$ cat src/rtl/thermocouple_scanner.sv
// Round-robin poller for NUM_CH MAX31855-style converters behind one SPI master.
// Ports: clk, rst_n, spi_not_busy, spi_rx_data in; spi_ena, ch_sel, per-channel
// tc/junction/fault/valid registers, scan_done strobe and fault_any out.
module thermocouple_scanner #(
  parameter int CLK_FREQ    = 4000,
  parameter int NUM_CH      = 4,
  parameter int CH_BITS     = 2,
  parameter int STARTUP_SEC = 3,
  parameter int PERIOD_SEC  = 1,
  parameter int TIMEOUT_CYC = 64,
  parameter int CBITS       = 16
) (
  input  logic                  clk,
  input  logic                  rst_n,
  input  logic                  spi_not_busy,
  input  logic [31:0]           spi_rx_data,
  output logic                  spi_ena,
  output logic [CH_BITS-1:0]    ch_sel,
  output logic [14*NUM_CH-1:0]  tc_temp_data,
  output logic [12*NUM_CH-1:0]  junction_temp_data,
  output logic [4*NUM_CH-1:0]   fault_bits,
  output logic [NUM_CH-1:0]     data_valid,
  output logic                  scan_done,
  output logic                  fault_any
);

  localparam logic [CBITS-1:0] ST_LAST =
    CBITS'(CLK_FREQ*STARTUP_SEC - 1);
  localparam logic [CBITS-1:0] PER_LAST =
    CBITS'(CLK_FREQ*PERIOD_SEC - 1);
  localparam logic [CBITS-1:0] TMO =
    CBITS'(TIMEOUT_CYC);
  localparam logic [CH_BITS-1:0] LAST_CH =
    CH_BITS'(NUM_CH - 1);

  typedef enum logic [2:0] {
    S_STARTUP = 3'd0,
    S_REQ     = 3'd1,
    S_CAPT    = 3'd2,
    S_ADV     = 3'd3,
    S_HOLD    = 3'd4
  } state_t;

  state_t               r_state;
  logic [CBITS-1:0]     r_cnt;
  logic [CBITS-1:0]     r_tmo;
  logic [CH_BITS-1:0]   r_ch;
  logic [14*NUM_CH-1:0] r_tc;
  logic [12*NUM_CH-1:0] r_jn;
  logic [4*NUM_CH-1:0]  r_fault;
  logic [NUM_CH-1:0]    r_dv;

  state_t               w_nxt;
  logic [CBITS-1:0]     w_cnt;
  logic [CBITS-1:0]     w_tmo;
  logic [CH_BITS-1:0]   w_ch;
  logic                 w_ena;
  logic                 w_done;
  logic                 w_capt;
  logic                 w_tout;
  logic                 w_hit;

  assign w_hit = (r_tmo == TMO);

  always_comb begin
    w_nxt  = r_state;
    w_cnt  = r_cnt;
    w_tmo  = r_tmo;
    w_ch   = r_ch;
    w_ena  = 1'b0;
    w_done = 1'b0;
    w_capt = 1'b0;
    w_tout = 1'b0;
    case (r_state)
      S_STARTUP: begin
        if (r_cnt == ST_LAST) begin
          w_cnt = '0;
          w_ch  = '0;
          w_nxt = S_REQ;
        end else begin
          w_cnt = r_cnt + 1'b1;
        end
      end
      S_REQ: begin
        if (w_hit) begin
          w_tout = 1'b1;
          w_tmo  = '0;
          w_nxt  = S_ADV;
        end else if (spi_not_busy) begin
          w_ena = 1'b1;
          w_tmo = r_tmo + 1'b1;
        end else begin
          // master went busy: our frame is in flight
          w_tmo = '0;
          w_nxt = S_CAPT;
        end
      end
      S_CAPT: begin
        if (w_hit) begin
          w_tout = 1'b1;
          w_tmo  = '0;
          w_nxt  = S_ADV;
        end else if (spi_not_busy) begin
          w_capt = 1'b1;
          w_tmo  = '0;
          w_nxt  = S_ADV;
        end else begin
          w_tmo = r_tmo + 1'b1;
        end
      end
      S_ADV: begin
        w_tmo = '0;
        if (r_ch == LAST_CH) begin
          w_ch   = '0;
          w_done = 1'b1;
          w_cnt  = '0;
          w_nxt  = S_HOLD;
        end else begin
          w_ch  = r_ch + 1'b1;
          w_nxt = S_REQ;
        end
      end
      S_HOLD: begin
        if (r_cnt == PER_LAST) begin
          w_cnt = '0;
          w_nxt = S_REQ;
        end else begin
          w_cnt = r_cnt + 1'b1;
        end
      end
      default: begin
        w_tmo = '0;
        w_nxt = S_REQ;
      end
    endcase
  end

  always_ff @(posedge clk or negedge rst_n) begin
    if (!rst_n) begin
      r_state <= S_STARTUP;
      r_cnt   <= '0;
      r_tmo   <= '0;
      r_ch    <= '0;
      r_tc    <= '0;
      r_jn    <= '0;
      r_fault <= '0;
      r_dv    <= '0;
    end else begin
      r_state <= w_nxt;
      r_cnt   <= w_cnt;
      r_tmo   <= w_tmo;
      r_ch    <= w_ch;
      if (w_capt) begin
        r_fault[4*r_ch +: 4] <=
          {spi_rx_data[16], spi_rx_data[2:0]};
        r_dv[r_ch] <= ~spi_rx_data[16];
        // a faulted frame carries no usable temperatures
        if (!spi_rx_data[16]) begin
          r_tc[14*r_ch +: 14] <= spi_rx_data[31:18];
          r_jn[12*r_ch +: 12] <= spi_rx_data[15:4];
        end
      end else if (w_tout) begin
        r_fault[4*r_ch +: 4] <= 4'hF;
        r_dv[r_ch]           <= 1'b0;
      end
    end
  end

  assign spi_ena            = w_ena;
  assign scan_done          = w_done;
  assign ch_sel             = r_ch;
  assign tc_temp_data       = r_tc;
  assign junction_temp_data = r_jn;
  assign fault_bits         = r_fault;
  assign data_valid         = r_dv;
  assign fault_any          = |r_fault;

endmodule

$ cat config.mk
export PLATFORM = sky130hd
export DESIGN_NAME = thermocouple_scanner
export DESIGN_NICKNAME = d
export VERILOG_FILES = /design/src/rtl/thermocouple_scanner.sv
export SDC_FILE = /design/constraint.sdc
export NUM_CORES = 1
export LEC_CHECK = 0
export BUFFER_PORTS_ARGS = -buffer_cell sky130_fd_sc_hd__buf_2
export CAP_MARGIN = 20
export CELL_PAD_IN_SITES_DETAIL_PLACEMENT = 0
export CELL_PAD_IN_SITES_GLOBAL_PLACEMENT = 1
export CORE_MARGIN = 5
export CORE_UTILIZATION = 39
export CTS_CLUSTER_SIZE = 10
export DETAILED_ROUTE_END_ITERATION = 10
export HOLD_SLACK_MARGIN = 0.08
export PLACE_DENSITY_LB_ADDON = 0.2
export REMOVE_ABC_BUFFERS = 1
export SYNTH_ARGS = -nofsm -noshare
export SYNTH_HDL_FRONTEND = slang
export SYNTH_SLANG_ARGS = --single-unit
$ cat constraint.sdc
create_clock -name clk -period 2.7 [get_ports clk]
set_input_delay 0.405 -clock clk [delete_from_list [all_inputs] [get_ports clk]]
set_output_delay 0.405 -clock clk [all_outputs]
set_load 0.01 [all_outputs]
==> results.yml <==
finish:
  drive_gt1_share_pct: 26.01
  fin_cells: 1341
  post-route-util_pct: 47.73
  layout_common_cells: "nand2_1 (167), dfrtp_1 (160), buf_2 (160)"
  finalNetCount: 1094
  finish.instance_area_um2: 10350
  diodes: 0
  syn_to_final_growth_pct: 21.50
  layout_commonest_cell: "nand2_1"
setup_path:
  max_stage_delay_ns: 0.49
  cp.depth: 6
  timing_worst_setup_path_type: "flop to primary output"
  cp_top_family: "simple AND/OR/NAND/NOR gates"
  required_ns: 2.30
  crit_arrival_ns: 2.13
  end_kind: "primary output"
  cp.buffers_inverters: 2
  cp-start-kind: "flop"
  critPathMaxFanout: 10
  ff2ff_path_depth: 6
  slowest_stage: "and4_1"
  cp_cell_sequence: "inv_1 -> ha_1 -> nor4b_4 -> and4_1 -> nor3_1 -> buf_2"
min_path:
  hp-class: "primary input to flop"
  min_path_cells: 3
drt:
  vias: 7289
  routedWlPerCell_um: 19.20
  drc: 0
  wl_mm: 25.75
  dr.first_iter.drc_count: 541
  drt_first_pass_iters: 6
  drtAntennaViolNets: 0
  vias_per_cell: 5.435
clock_tree:
  cts.sinks: 161
  cts_tree: "done"
  cts_hold_buf: 1
  cts-root-buf: "clkbuf_16"
  cts_setup_buffers: 0
  cts_made_buffers: 17
  clock_latency_ns: 0.42
  clk_path_buf_depth: 2
  ctsResizeCount: 0
  h-tree-depth: 4
  clkTransAtPathRegs_ns: 0.07
placement:
  place_area_um2: 9738
  dp_hpwl_mm: 18.54
  preCtsSetupSlack_ns: 0.2561
  dp_cells: 1308
  io_buffers: 161
  gp_congestion: 0.8487
power:
  p_leak_nw: 4.812
  clockPowerShare_pct: 22.6
  p_comb_share_pct: 46.9
  p_per_area_nw_per_um2: 1062
  p_sw_mw: 4.685
  max-vdd-ir-drop_v: 0.0006326
  seqPwrFrac_pct: 30.4
  p_int_mw: 6.307
  swShare_pct: 42.62
sta:
  fin_skew_ns: 0.007007
  tightest_slew_ns: 0.6427
  fin_crit_sh_pct: 93.88
  fin_ws_ns: 0.1652
  whs_ns: 0.2325
  slew_headroom_pct: 57.00
  drv_slew: 0
  rsz0062_at_grt: "no"
  setup_viol: 0
  final_hold_viol_count: 0
  min_period_ns: 2.535
  fmax_mhz: 394.5
yosys:
  avgSynthCellArea_um2: 9.583
  synth-seq-cells: 161
  async_flop_share_pct: 100.0
  syn-cell-area_um2: 8519
  ys_warn_count: 0
  synth_edf_count: 0
  synth_seq_area_share_pct: 47.29
  ys_top_cells_by_area: "dfrtp_1 (47%), nand2_1 (7.4%), o21ai_0 (4.1%)"
  ys_types: 70
  yosys.area.top_type: "dfrtp_1"
  yosysTopAreaCellShare_pct: 47.29
  synthCells: 889
  synthFlopType: "dfrtp_1"
floorplanning:
  pin_count: 164
  die_y_um: 157.8
  rows: 54
  dieArea_um2: 24900
  die_w_um: 157.8
  core-area_um2: 21690
  initial_core_util_pct: 39.28
flow_run:
  max-cap-violations: 0
global_routing:
  antenna_found_initial: 0
  grt_pass1_vias: 7200
  grt_usage_pct: 20.80
  grt_max_degree: 61
  grt_pass1_wl_mm: 40.99
  gr-total-overflow: 0
status:
  run_status: "complete, no violations"
## cells by family after synthesis
group | Yosys count | share of synthesized area (%)
simple gates | 352 | 20.53
compound gates | 235 | 19.34
fa+ha+maj | 11 | 1.615
flops | 161 | 47.29
mux | 30 | 4.567
xor+xnor | 26 | 2.673
buf+inv | 74 | 3.980
## cell type report
class | instances | area (um2)
well taps | 280 | 350.3
inverters | 13 | 48.80
clock buffers | 18 | 439.2
clock inverters | 14 | 163.9
repair buffers | 201 | 1165
multi-input cells | 654 | 4154
flip-flops and latches | 161 | 4030
fillers | 2129 | 11340
## layer usage
metal	vias up	global-route usage, %	part of all wire, %
li1	3531	-	-
met1	3593	28.99	47
met2	148	34.27	48
met3	17	3.417	4.1
met4	0	4.670	1.1
met5	-	0	0
## metrics by stage
stage	TNS (ns)	power, mW
global placement	0	8.482
detailed placement	0	8.532
CTS	0	11.07
floorplan	-164.24	6.385
global route	0	11.72
finish	0	10.99
## power groups by stage
stage	logic, mW	registers, mW	clock network, mW
2_1_floorplan	2.81	3.58	0
3_3_place_gp	5.11	3.37	0
3_5_place_dp	5.15	3.39	0
4_1_cts	5.18	3.34	2.55
5_1_grt	5.65	3.42	2.65
6_report	5.16	3.34	2.49
## path summary, 6_finish.rpt
check / endpoint / slack [ns] / startpoint
min in group asynchronous: junction_temp_data[24] / 0.53 / rst_n
worst min register to register: junction_temp_data[47] / 0.47 / junction_temp_data[47]
worst max-delay path: spi_ena / 0.17 / r_tmo[0]
worst max register to register: tc_temp_data[13] / 0.26 / ch_sel[1]
max in group asynchronous: r_tmo[10] / 1.40 / rst_n
worst min-delay path: fault_bits[0] / 0.23 / spi_rx_data[0]
## tightest hold or removal path: stages
cell and delay (ns):
buf_2 0.10, nand2_1 0.06, a2bb2oi_1 0.05
## flip-flops by register name, indices dropped and copies added, names as in the netlist
signal and count:
tc_temp_data 56, junction_temp_data 48, data_valid 4, r_cnt 16, ch_sel 2, fault_bits 16, r_state 3, r_tmo 16
## synth_stat cells (all sizes together) (6+ instances only)
| library cell | n |
|---|---|
| a211oi | 6 |
| a21oi | 18 |
| a22o | 14 |
| a22oi | 19 |
| a2bb2oi | 7 |
| a31oi | 6 |
| and3 | 8 |
| buf | 33 |
| clkbuf | 28 |
| dfrtp | 161 |
| ha | 11 |
| inv | 13 |
| mux2 | 11 |
| mux2i | 13 |
| mux4 | 6 |
| nand2 | 167 |
| nand2b | 7 |
| nand3 | 11 |
| nand3b | 7 |
| nand4 | 16 |
| nand4b | 6 |
| nor2 | 65 |
| nor2b | 9 |
| nor3 | 19 |
| nor3b | 8 |
| nor4 | 9 |
| o21ai | 70 |
| o22a | 14 |
| o31ai | 45 |
| or2 | 7 |
| xnor2 | 9 |
| xor2 | 17 |
Power figures use the tool's default switching activity.
